**config.mk**
```make
export PLATFORM = sky130hd
export DESIGN_NAME = div_seq_ctrl_flat
export DESIGN_NICKNAME = d
export VERILOG_FILES = /design/src/rtl/div_seq_ctrl_if.sv /design/src/rtl/div_seq_ctrl.sv /design/src/flat_wrapper.sv
export SDC_FILE = /design/constraint.sdc
export NUM_CORES = 1
export LEC_CHECK = 0
export BUFFER_PORTS_ARGS = -buffer_cell sky130_fd_sc_hd__buf_2
export CELL_PAD_IN_SITES_DETAIL_PLACEMENT = 0
export CELL_PAD_IN_SITES_GLOBAL_PLACEMENT = 1
export CORE_AREA = 2 2 181 183
export DETAILED_ROUTE_END_ITERATION = 16
export DIE_AREA = 0 0 183 185
export PLACE_DENSITY_LB_ADDON = 0.1
export SLEW_MARGIN = 5
export SYNTH_ARGS = -nofsm -noshare
export SYNTH_HDL_FRONTEND = slang
export SYNTH_SLANG_ARGS = --single-unit
```
**constraint.sdc**
```tcl
create_clock -name clock -period 2.43 [get_ports clock]
set_input_delay 0.729 -clock clock [delete_from_list [all_inputs] [get_ports clock]]
set_output_delay 0.729 -clock clock [all_outputs]
set_load 0.05 [all_outputs]
```
**src/rtl/div_seq_ctrl_if.sv**
```systemverilog
`default_nettype none
// ============================================================================
// Module  : div_seq_ctrl_if
// Brief   : EX-stage request/response bundle between decode and div_seq_ctrl.
// Revision: 1.0 - initial release
// ============================================================================
interface div_seq_ctrl_if #(
    parameter int XLEN = 64
);
    logic            req_valid_i;
    logic [2:0]      req_op_i;
    logic [XLEN-1:0] srcA_i;
    logic [XLEN-1:0] srcB_i;
    logic            flush_i;
    logic            hold_i;
    logic            stall_o;
    logic            resp_valid_o;
    logic [XLEN-1:0] result_o;
    logic            err_o;

    modport master (
        output req_valid_i, req_op_i, srcA_i, srcB_i, flush_i, hold_i,
        input  stall_o, resp_valid_o, result_o, err_o
    );

    modport slave (
        input  req_valid_i, req_op_i, srcA_i, srcB_i, flush_i, hold_i,
        output stall_o, resp_valid_o, result_o, err_o
    );
endinterface
`default_nettype wire

```
**src/rtl/div_seq_ctrl.sv**
```systemverilog
`default_nettype none
// ============================================================================
// Module  : div_seq_ctrl
// Brief   : Sequencer between RV64M divide decode and the iterative divider
//           core; resolves divide-by-zero/overflow locally, stalls EX until
//           done. Optional last-result cache enabled by DIV_RESULT_CACHE_EN.
// Revision: 1.0 - initial release
// ============================================================================
module div_seq_ctrl #(
    parameter int XLEN           = 64,
    parameter int TIMEOUT_CYCLES = 80
) (
    input  logic            clock,
    input  logic            reset,
    div_seq_ctrl_if.slave   ex,
    output logic            dv_start_o,
    output logic            dv_signed_o,
    output logic [XLEN-1:0] dv_a_o,
    output logic [XLEN-1:0] dv_b_o,
    input  logic            dv_ready_i,
    input  logic [XLEN-1:0] dv_q_i,
    input  logic [XLEN-1:0] dv_r_i
);

    localparam int              TW         = (TIMEOUT_CYCLES > 1) ? $clog2(TIMEOUT_CYCLES) : 1;
    localparam logic [TW-1:0]   C_TMO_LAST = TW'(TIMEOUT_CYCLES - 1);
    localparam logic [XLEN-1:0] C_X_MIN    = {1'b1, {(XLEN-1){1'b0}}};
    localparam logic [XLEN-1:0] C_W_MIN    = {{(XLEN-31){1'b1}}, 31'd0};

    typedef enum logic [2:0] {
        S_IDLE    = 3'd0,
        S_SPECIAL = 3'd1,
        S_START   = 3'd2,
        S_BUSY    = 3'd3,
        S_DONE    = 3'd4,
        S_DRAIN   = 3'd5
    } state_e;

    function automatic logic [XLEN-1:0] prep(input logic [XLEN-1:0] x, input logic w, input logic uns);
        if (!w)      return x;
        else if (uns) return {{(XLEN-32){1'b0}}, x[31:0]};
        else          return {{(XLEN-32){x[31]}}, x[31:0]};
    endfunction

    function automatic logic [XLEN-1:0] fmt_res(input logic [XLEN-1:0] x, input logic w);
        return w ? {{(XLEN-32){x[31]}}, x[31:0]} : x;
    endfunction

    state_e          state_q, state_d;
    logic [2:0]      op_q, op_d;
    logic [XLEN-1:0] a_q, a_d, b_q, b_d;
    logic            signed_q, signed_d;
    logic [TW-1:0]   timer_q, timer_d;
    logic [XLEN-1:0] result_q, result_d;
    logic            resp_valid_q, resp_valid_d;
    logic            err_q, err_d;
    logic            start_q, start_d;
    logic            tmo_q, tmo_d;

    logic [XLEN-1:0] w_a_prep, w_b_prep;
    logic            w_special;
    logic [XLEN-1:0] w_spec_q, w_spec_r;
    logic            w_hit;
    logic [XLEN-1:0] w_hit_result;

    assign w_a_prep = prep(ex.srcA_i, ex.req_op_i[2], ex.req_op_i[0]);
    assign w_b_prep = prep(ex.srcB_i, ex.req_op_i[2], ex.req_op_i[0]);

    // Prepared operands are already extended, so width-specific checks reduce to full-width compares.
    assign w_special = (w_b_prep == '0) ||
                       (!ex.req_op_i[0] && (&w_b_prep) &&
                        (w_a_prep == (ex.req_op_i[2] ? C_W_MIN : C_X_MIN)));

    assign w_spec_q = (b_q == '0) ? '1  : a_q;
    assign w_spec_r = (b_q == '0) ? a_q : '0;

`ifdef DIV_RESULT_CACHE_EN
    logic            cv_q, cv_d;
    logic            cs_q, cs_d, cw_q, cw_d;
    logic [XLEN-1:0] ca_q, ca_d, cb_q, cb_d, cq_q, cq_d, cr_q, cr_d;

    assign w_hit = cv_q && (ca_q == w_a_prep) && (cb_q == w_b_prep) &&
                   (cs_q == !ex.req_op_i[0]) && (cw_q == ex.req_op_i[2]);
    assign w_hit_result = fmt_res(ex.req_op_i[1] ? cr_q : cq_q, ex.req_op_i[2]);
`else
    assign w_hit        = 1'b0;
    assign w_hit_result = '0;
`endif

    always_comb begin
        state_d      = state_q;
        op_d         = op_q;
        a_d          = a_q;
        b_d          = b_q;
        signed_d     = signed_q;
        timer_d      = timer_q;
        result_d     = result_q;
        resp_valid_d = resp_valid_q;
        err_d        = err_q;
        start_d      = 1'b0;
        tmo_d        = tmo_q;
`ifdef DIV_RESULT_CACHE_EN
        cv_d = cv_q;
        cs_d = cs_q;
        cw_d = cw_q;
        ca_d = ca_q;
        cb_d = cb_q;
        cq_d = cq_q;
        cr_d = cr_q;
`endif
        case (state_q)
            S_IDLE: begin
                if (ex.req_valid_i && !ex.flush_i) begin
                    op_d     = ex.req_op_i;
                    a_d      = w_a_prep;
                    b_d      = w_b_prep;
                    signed_d = !ex.req_op_i[0];
                    tmo_d    = 1'b0;
                    err_d    = 1'b0;
                    if (w_hit) begin
                        result_d     = w_hit_result;
                        resp_valid_d = 1'b1;
                        state_d      = S_DONE;
                    end else if (w_special) begin
                        state_d = S_SPECIAL;
                    end else begin
                        start_d = 1'b1;
                        state_d = S_START;
                    end
                end
            end
            S_SPECIAL: begin
                result_d     = fmt_res(op_q[1] ? w_spec_r : w_spec_q, op_q[2]);
                resp_valid_d = 1'b1;
                state_d      = S_DONE;
`ifdef DIV_RESULT_CACHE_EN
                cv_d = 1'b1;
                ca_d = a_q;
                cb_d = b_q;
                cs_d = signed_q;
                cw_d = op_q[2];
                cq_d = w_spec_q;
                cr_d = w_spec_r;
`endif
            end
            S_START: begin
                timer_d = '0;
                state_d = S_BUSY;
            end
            S_BUSY: begin
                if (dv_ready_i) begin
                    result_d     = fmt_res(op_q[1] ? dv_r_i : dv_q_i, op_q[2]);
                    resp_valid_d = 1'b1;
                    state_d      = S_DONE;
`ifdef DIV_RESULT_CACHE_EN
                    cv_d = 1'b1;
                    ca_d = a_q;
                    cb_d = b_q;
                    cs_d = signed_q;
                    cw_d = op_q[2];
                    cq_d = dv_q_i;
                    cr_d = dv_r_i;
`endif
                end else if (timer_q == C_TMO_LAST) begin
                    result_d     = '0;
                    resp_valid_d = 1'b1;
                    err_d        = 1'b1;
                    tmo_d        = 1'b1;
                    state_d      = S_DONE;
`ifdef DIV_RESULT_CACHE_EN
                    cv_d = 1'b0;
`endif
                end else begin
                    timer_d = timer_q + TW'(1);
                end
            end
            S_DONE: begin
                if (!ex.hold_i) begin
                    resp_valid_d = 1'b0;
                    err_d        = 1'b0;
                    state_d      = tmo_q ? S_DRAIN : S_IDLE;
                end
            end
            S_DRAIN: begin
                if (dv_ready_i) begin
                    tmo_d   = 1'b0;
                    state_d = S_IDLE;
                end
            end
            default: state_d = S_IDLE;
        endcase

        // Flush overrides everything above, including a same-cycle dv_ready_i.
        if (ex.flush_i && state_q != S_DRAIN) begin
            start_d      = 1'b0;
            resp_valid_d = 1'b0;
            err_d        = 1'b0;
            tmo_d        = 1'b0;
            state_d      = (state_q == S_START || state_q == S_BUSY) ? S_DRAIN : S_IDLE;
        end
`ifdef DIV_RESULT_CACHE_EN
        if (ex.flush_i) cv_d = 1'b0;
`endif
    end

    always_ff @(posedge clock or negedge reset) begin
        if (!reset) begin
            state_q      <= S_IDLE;
            op_q         <= '0;
            a_q          <= '0;
            b_q          <= '0;
            signed_q     <= 1'b0;
            timer_q      <= '0;
            result_q     <= '0;
            resp_valid_q <= 1'b0;
            err_q        <= 1'b0;
            start_q      <= 1'b0;
            tmo_q        <= 1'b0;
`ifdef DIV_RESULT_CACHE_EN
            cv_q <= 1'b0;
            cs_q <= 1'b0;
            cw_q <= 1'b0;
            ca_q <= '0;
            cb_q <= '0;
            cq_q <= '0;
            cr_q <= '0;
`endif
        end else begin
            state_q      <= state_d;
            op_q         <= op_d;
            a_q          <= a_d;
            b_q          <= b_d;
            signed_q     <= signed_d;
            timer_q      <= timer_d;
            result_q     <= result_d;
            resp_valid_q <= resp_valid_d;
            err_q        <= err_d;
            start_q      <= start_d;
            tmo_q        <= tmo_d;
`ifdef DIV_RESULT_CACHE_EN
            cv_q <= cv_d;
            cs_q <= cs_d;
            cw_q <= cw_d;
            ca_q <= ca_d;
            cb_q <= cb_d;
            cq_q <= cq_d;
            cr_q <= cr_d;
`endif
        end
    end

    assign ex.stall_o      = (ex.req_valid_i && state_q != S_DONE) || (state_q == S_DRAIN);
    assign ex.resp_valid_o = resp_valid_q;
    assign ex.result_o     = result_q;
    assign ex.err_o        = err_q;
    assign dv_start_o      = start_q;
    assign dv_signed_o     = signed_q;
    assign dv_a_o          = a_q;
    assign dv_b_o          = b_q;

endmodule
`default_nettype wire

```
**src/flat_wrapper.sv**
```systemverilog
// flat-port wrapper written by rule: the top's interface ports become plain ports
module div_seq_ctrl_flat 
#(
    parameter int XLEN           = 64,
    parameter int TIMEOUT_CYCLES = 80
)
  (clock, reset, dv_start_o, dv_signed_o, dv_a_o, dv_b_o, dv_ready_i, dv_q_i, dv_r_i, ex_req_valid_i, ex_req_op_i, ex_srcA_i, ex_srcB_i, ex_flush_i, ex_hold_i, ex_stall_o, ex_resp_valid_o, ex_result_o, ex_err_o);
  div_seq_ctrl_if #(.XLEN(XLEN)) ex_i ();
  input  logic clock;
  input  logic reset;
  output logic dv_start_o;
  output logic dv_signed_o;
  output logic [XLEN-1:0] dv_a_o;
  output logic [XLEN-1:0] dv_b_o;
  input  logic dv_ready_i;
  input  logic [XLEN-1:0] dv_q_i;
  input  logic [XLEN-1:0] dv_r_i;
  input wire logic [$bits(ex_i.req_valid_i)-1:0] ex_req_valid_i;
  input wire logic [$bits(ex_i.req_op_i)-1:0] ex_req_op_i;
  input wire logic [$bits(ex_i.srcA_i)-1:0] ex_srcA_i;
  input wire logic [$bits(ex_i.srcB_i)-1:0] ex_srcB_i;
  input wire logic [$bits(ex_i.flush_i)-1:0] ex_flush_i;
  input wire logic [$bits(ex_i.hold_i)-1:0] ex_hold_i;
  output wire logic [$bits(ex_i.stall_o)-1:0] ex_stall_o;
  output wire logic [$bits(ex_i.resp_valid_o)-1:0] ex_resp_valid_o;
  output wire logic [$bits(ex_i.result_o)-1:0] ex_result_o;
  output wire logic [$bits(ex_i.err_o)-1:0] ex_err_o;
  assign ex_i.req_valid_i = ex_req_valid_i;
  assign ex_i.req_op_i = ex_req_op_i;
  assign ex_i.srcA_i = ex_srcA_i;
  assign ex_i.srcB_i = ex_srcB_i;
  assign ex_i.flush_i = ex_flush_i;
  assign ex_i.hold_i = ex_hold_i;
  assign ex_stall_o = ex_i.stall_o;
  assign ex_resp_valid_o = ex_i.resp_valid_o;
  assign ex_result_o = ex_i.result_o;
  assign ex_err_o = ex_i.err_o;
  div_seq_ctrl #(.XLEN(XLEN), .TIMEOUT_CYCLES(TIMEOUT_CYCLES)) u_core (.clock(clock), .reset(reset), .ex(ex_i), .dv_start_o(dv_start_o), .dv_signed_o(dv_signed_o), .dv_a_o(dv_a_o), .dv_b_o(dv_b_o), .dv_ready_i(dv_ready_i), .dv_q_i(dv_q_i), .dv_r_i(dv_r_i));
endmodule
```
; Word-level counts from Yosys, hierarchy flattened
; Cells that the tools add are included.
[word_totals]
wordCells = 99
output_inout_bits = 197
in_bits = 265
ff_bits = 210
[classes]
eq_ne = 18
add_sub_neg = 1
n_reduce_logical = 26
mux = 43
[op_table]
columns = operator, count
row1 = 2-to-1 mux 64 bit, 12
row2 = zero test 64 bit, 2
row3 = case mux 64 bit (2 select lines), 1
row4 = == test 64 bit, 1
row5 = AND reduction 64 bit, 1
row6 = 2-to-1 mux 63 bit, 1
row7 = 2-to-1 mux 3 bit, 8
row8 = case mux 3 bit (6 select lines), 1
row9 = 2-to-1 mux 7 bit, 2
row10 = case mux 7 bit (2 select lines), 1
row11 = 2-to-1 mux 1 bit, 13
row12 = inequality test 3 x 2 -> 1 bit (second input constant), 4
row13 = nonzero test 4 bit, 3
row14 = AND reduction 5 bit, 2
row15 = case mux 1 bit (3 select lines), 3
row16 = adder 7 x 1 -> 7 bit (second input constant), 1
row17 = == test 7 bit (second input constant), 1
row18 = == test 3 x 2 -> 1 bit (second input constant), 2
row19 = == test 3 bit (second input constant), 2
row20 = inequality test 3 x 1 -> 1 bit (second input constant), 2
row21 = inequality test 3 bit (second input constant), 2
row22 = AND reduction 3 bit, 2
row23 = logical AND 1 bit, 5
row24 = inequality test 2 bit (second input constant), 2
row25 = other kinds (9), 14

; Logic depth before layout (Yosys ltp)
[depth]
ltp_word = 10
mapped_depth = 9
ltp_nobuf = 6

; Worst setup path after synthesis
; OpenSTA, ideal clock, no wires.
[synth_timing]
path_kind = input to register
from = input ex_srcA_i[1]
to = register u_core.state_q[1]
setup_ns = 0.140
path_slack_ns = 0.100
t_required_ns = 2.290
n_path_buf = 0
cell_stages = 5
t_arrival_ns = 2.191
path_cell_list = or4b_1 -> or4_1 -> nor4_2 -> and4b_1 -> a2111oi_0
[synth_between]
elab_chain_len = 9
[synth_rtl]
columns = item, line_no
row1 = start: declaration, flat_wrapper.sv:20  ; input wire logic [$bits(ex_i.srcA_i)-1:0] ex_srcA_i;
row2 = 2-to-1 mux 64 bit, div_seq_ctrl.sv:41  ; else if (uns) return {{(XLEN-32){1'b0}}, x[31:0]};
row3 = 2-to-1 mux 64 bit *, div_seq_ctrl.sv:40  ; if (!w) return x;
row4 = == test 64 bit *, div_seq_ctrl.sv:72  ; (w_a_prep == (ex.req_op_i[2] ? C_W_MIN : C_X_MIN)));
row5 = logical AND 1 bit *, div_seq_ctrl.sv:71  ; (!ex.req_op_i[0] && (&w_b_prep) &&
row6 = logical OR 1 bit *, div_seq_ctrl.sv:70  ; assign w_special = (w_b_prep == '0) ||
row7 = 2-to-1 mux 2 bit *, div_seq_ctrl.sv:124  ; end else if (w_special) begin
row8 = 2-to-1 mux 3 bit *, div_seq_ctrl.sv:113  ; if (ex.req_valid_i && !ex.flush_i) begin
row9 = case mux 3 bit (6 select lines) *, div_seq_ctrl.sv:111  ; case (state_q)
row10 = 2-to-1 mux 3 bit *, div_seq_ctrl.sv:194  ; if (ex.flush_i && state_q != S_DRAIN) begin
row11 = end signal: assignment, div_seq_ctrl.sv:229  ; state_q <= state_d;
row12 = end: declaration, div_seq_ctrl.sv:49  ; state_e state_q, state_d;
; Every way passes the cells marked *; elsewhere a longest branch is shown, timed or not. The select of a mux whose other input is x is not followed.
; A chain may end at the register's enable or synchronous reset.

; Final worst setup path
[layout_timing]
from = register u_core.state_q[1]
to = output ex_stall_o
[layout_between]
elab_chain_len = 3
elab_cells_between_ends = 4
cone_classes = eq/ne (2) / reduce/logical (2)
[layout_rtl]
columns = item, line_no
row1 = inequality test 3 bit, div_seq_ctrl.sv:252  ; assign ex.stall_o = (ex.req_valid_i && state_q != S_DONE) || (state_q == S_DRAIN);
row2 = logical AND 1 bit, div_seq_ctrl.sv:252
row3 = logical OR 1 bit *, div_seq_ctrl.sv:252
row4 = end: declaration, flat_wrapper.sv:24  ; output wire logic [$bits(ex_i.stall_o)-1:0] ex_stall_o;
; Every way passes the cells marked *; elsewhere a longest branch is shown, timed or not.

==> impl_metrics.py <==
metrics = {
    "yosys": {
        "ys_ff_latch": 209,
        "netlist.area_leader.share_pct": 50.4,
        "async_flop_share_pct": 100,
        "synth_edf_count": 0,
        "yosysTopAreaCell": "dfrtp_1",
        "synth_fp_nets": 1300,
        "synth-main-ff-cell": "dfrtp_1",
        "yosysUniqueCellTypes": 50,
        "synth.avg_cell_area_sq_um": 10.0,
        "synth_warnings": 0,
        "netlist_top_cells_area": "dfrtp_1, mux2_2, a21oi_1, o211ai_1, o21ai_0",
        "synthCells": 1034,
        "seq_area_frac_synth_pct": 50.4,
        "synth_area_sq_mm": 0.0104,
    },
    "route": {
        "num_vias": 9996,
        "wl_per_cell_um": 21.1,
        "drc": 0,
        "drtPass1Iterations": 5,
        "via_per_inst": 5.22,
        "drtAntennaViolNets": 0,
        "first_iter_violations": 515,
        "drt-total-wl_mm": 40.4,
    },
    "cts": {
        "cts.clk_slew.worst_paths_ps": 50,
        "cts_sinks": 209,
        "clk_latency_ps": 520,
        "cts_buffers": 26,
        "cts_tree": "built",
        "cts_hold_buf": 0,
        "cts-htree-levels": 1,
        "cts_buffer_depth": 3,
        "cts_root_buf": "clkbuf_16",
        "post-cts-setup-buffers": 0,
    },
    "sta": {
        "hold_slack_ps": 97.6,
        "setup_viol": 0,
        "max_slew_margin_pct": 52.0,
        "finClkSkew_ps": 7.98,
        "maxSlewViolCount": 0,
        "rsz0062_at_grt": "false",
        "max_clock_freq_mhz": 425,
        "fin_crit_sh_pct": 96.8,
        "worstMarginPinSlew_ps": 721,
        "hold_viol_final": 0,
        "period_minus_slack_ps": 2350,
    },
    "die": {
        "core_sq_mm": 0.0320,
        "row_count": 66,
        "die_w_um": 183,
        "die_height_um": 185,
        "dieArea_sq_mm": 0.0339,
        "initial_utilization_pct": 32.4,
        "io-pin-count": 462,
    },
    "job": {
        "cap_violations": 0,
    },
    "cells_and_area": {
        "fillers": 3216,
        "utilization_pct": 44.6,
        "nets": 1755,
        "area_growth_pct": 37.7,
        "seqCellArea_sq_mm": 0.00524,
        "drive_gt1_share_pct": 44.1,
        "multiInputGateArea_sq_mm": 0.00472,
    },
    "setup_path": {
        "crit_required_ps": 1700,
        "worstPathMaxFanout": 9,
        "crit_type": "reg2out",
        "path_buf_inv": 2,
        "cpLargestDelayFamily": "flip-flops",
        "cp-start-kind": "flip-flop",
        "arrival_ps": 1620,
        "max_stage_delay_ps": 470,
        "rrSetupSlack_ps": 230,
        "worst_path_max_delay_cell": "dfrtp_1",
        "r2r_cells": 7,
        "reg2reg_to": "u_core.ex.result_o[35]",
        "cp_cell_sequence": "inv_1 -> nand3_1 -> nand2_1 -> buf_2",
        "r2r_start": "u_core.dv_b_o[4]",
        "endpoint_kind": "output port",
    },
    "hold_path": {
        "hold_path_class": "in2async",
    },
    "power_and_ir_drop": {
        "p_leak_nw": 6.96,
        "vdd_drop_max_uv": 960,
        "p_per_area_mw_per_mm2": 1480,
    },
    "placed_design": {
        "dp_hpwl_mm": 30.3,
        "gp_congestion": 0.814,
        "io_buffers": 461,
    },
    "grt": {
        "first_global_vias": 10200,
        "grt.overflow.total": 0,
        "grt_max_degree": 77,
        "track_usage_pct": 23.1,
        "grt_antenna_before_repair": 10,
        "grt_pass1_wl_mm": 60.6,
    },
    "run_status": {
        "outcome": "completed",
    },
}
## cells by family (layout without fill, tap and decap cells)
family | count (synthesis) | in the layout | share of synthesized area (%)
compound gates | 358 | 358 | 20.4
flops | 209 | 209 | 50.4
simple gates | 207 | 207 | 10.4
mux | 129 | 129 | 13.6
buf+inv | 125 | 593 | 4.61
xor+xnor | 5 | 5 | 0.422
fa+ha+maj | 1 | 1 | 0.121
other cells | 0 | 6 | 0
## final cells by class
type,instances,share of cell area [%]
diodes,6,0.105
clock buffers,40,5.35
clock inverters,1,0.210
multi-input cells,700,33.0
repair buffers,513,20.1
flip-flops and latches,209,36.6
well taps,408,3.57
inverters,39,1.02
## layout by cell type (no fill, tap or decap), types with 3 or more instances in the layout
cell | synthesis | final
a21oi_1 | 165 | 164
a22oi_1 | 32 | 32
buf_12 | 0 | 13
buf_2 | 7 | 460
buf_4 | 0 | 39
clkbuf_1 | 75 | 9
clkbuf_16 | 0 | 27
clkbuf_8 | 0 | 4
dfrtp_1 | 209 | 207
diode_2 | 0 | 6
inv_1 | 39 | 37
mux2_2 | 98 | 98
mux2i_1 | 31 | 31
nand2_1 | 84 | 83
nand2b_1 | 4 | 4
nand3_1 | 4 | 3
nand4_1 | 24 | 24
nor2_1 | 15 | 14
nor3_1 | 8 | 8
nor4_1 | 46 | 43
nor4_2 | 2 | 5
o211ai_1 | 66 | 66
o21ai_0 | 71 | 71
or4_1 | 3 | 3
xor2_1 | 5 | 5
## sequential cells by signal (all words and copies together) (netlist names)
| name | flops |
|---|---|
| u_core.state_q | 3 |
| u_core.tmo_q | 1 |
| u_core.ex.err_o | 1 |
| u_core.dv_a_o | 64 |
| u_core.dv_start_o | 1 |
| u_core.op_q | 2 |
| u_core.timer_q | 7 |
| u_core.ex.resp_valid_o | 1 |
| u_core.ex.result_o | 64 |
| u_core.dv_b_o | 64 |
| u_core.dv_signed_o | 1 |
## cell usage after synthesis (all sizes together), types with 4 or more instances
master  number
o211ai      66
buf         11
o21ai       72
xor2         5
mux2        98
a21oi      165
nand4       24
nand2b       4
clkbuf      75
nor4        48
nand2       84
nor3         8
mux2i       31
a22oi       32
inv         39
dfrtp      209
nor2        15
nand3        4
## how the worst max path moves through the flow
stage,startpoint,cells after the start,to
after floorplan,ex_srcA_i[1],5,u_core.state_q[1]
after global placement,ex_srcA_i[14],7,u_core.state_q[1]
after detailed placement,ex_srcA_i[14],7,u_core.state_q[1]
after CTS,u_core.state_q[1],4,ex_stall_o
after global routing,u_core.state_q[1],4,ex_stall_o
final,u_core.state_q[1],4,ex_stall_o
## per-stage QoR
stage	instances	cell area (sq um)	setup WS (ps)	power [mW]	setup TNS, ps
floorplan	1034	10400	99.7	14.1	0
global placement	1869	13500	-656	17.5	-1890
detailed placement	1869	13500	-660	17.5	-1910
CTS	1910	14300	50.3	21.3	0
global route	1915	14300	14.9	22.2	0
finish	1916	14300	77.2	21.1	0
## what timing repair did
item	in CTS	in global routing
pin swaps	0	0
endpoints found under the setup margin	4	18
hold endpoints to repair	0	0
resized for setup	3	1
## power by group
group	total (mW)	switching [mW]	internal, mW
Sequential	6.18	1.21	4.97
Clock	3.72	1.48	2.23
Combinational	11.2	8.14	3.08
Total	21.1	10.8	10.3
## per-layer routing
layer | up-vias | part of all wire [%] | GRT usage [%]
li1 | 4757 | - | -
met4 | 10 | 2.2 | 6.21
met1 | 4796 | 42 | 29.7
met3 | 60 | 6.9 | 5.33
met5 | - | 0.17 | 0
met2 | 373 | 49 | 39.3
No activity file was read; power rests on OpenSTA's default activity.
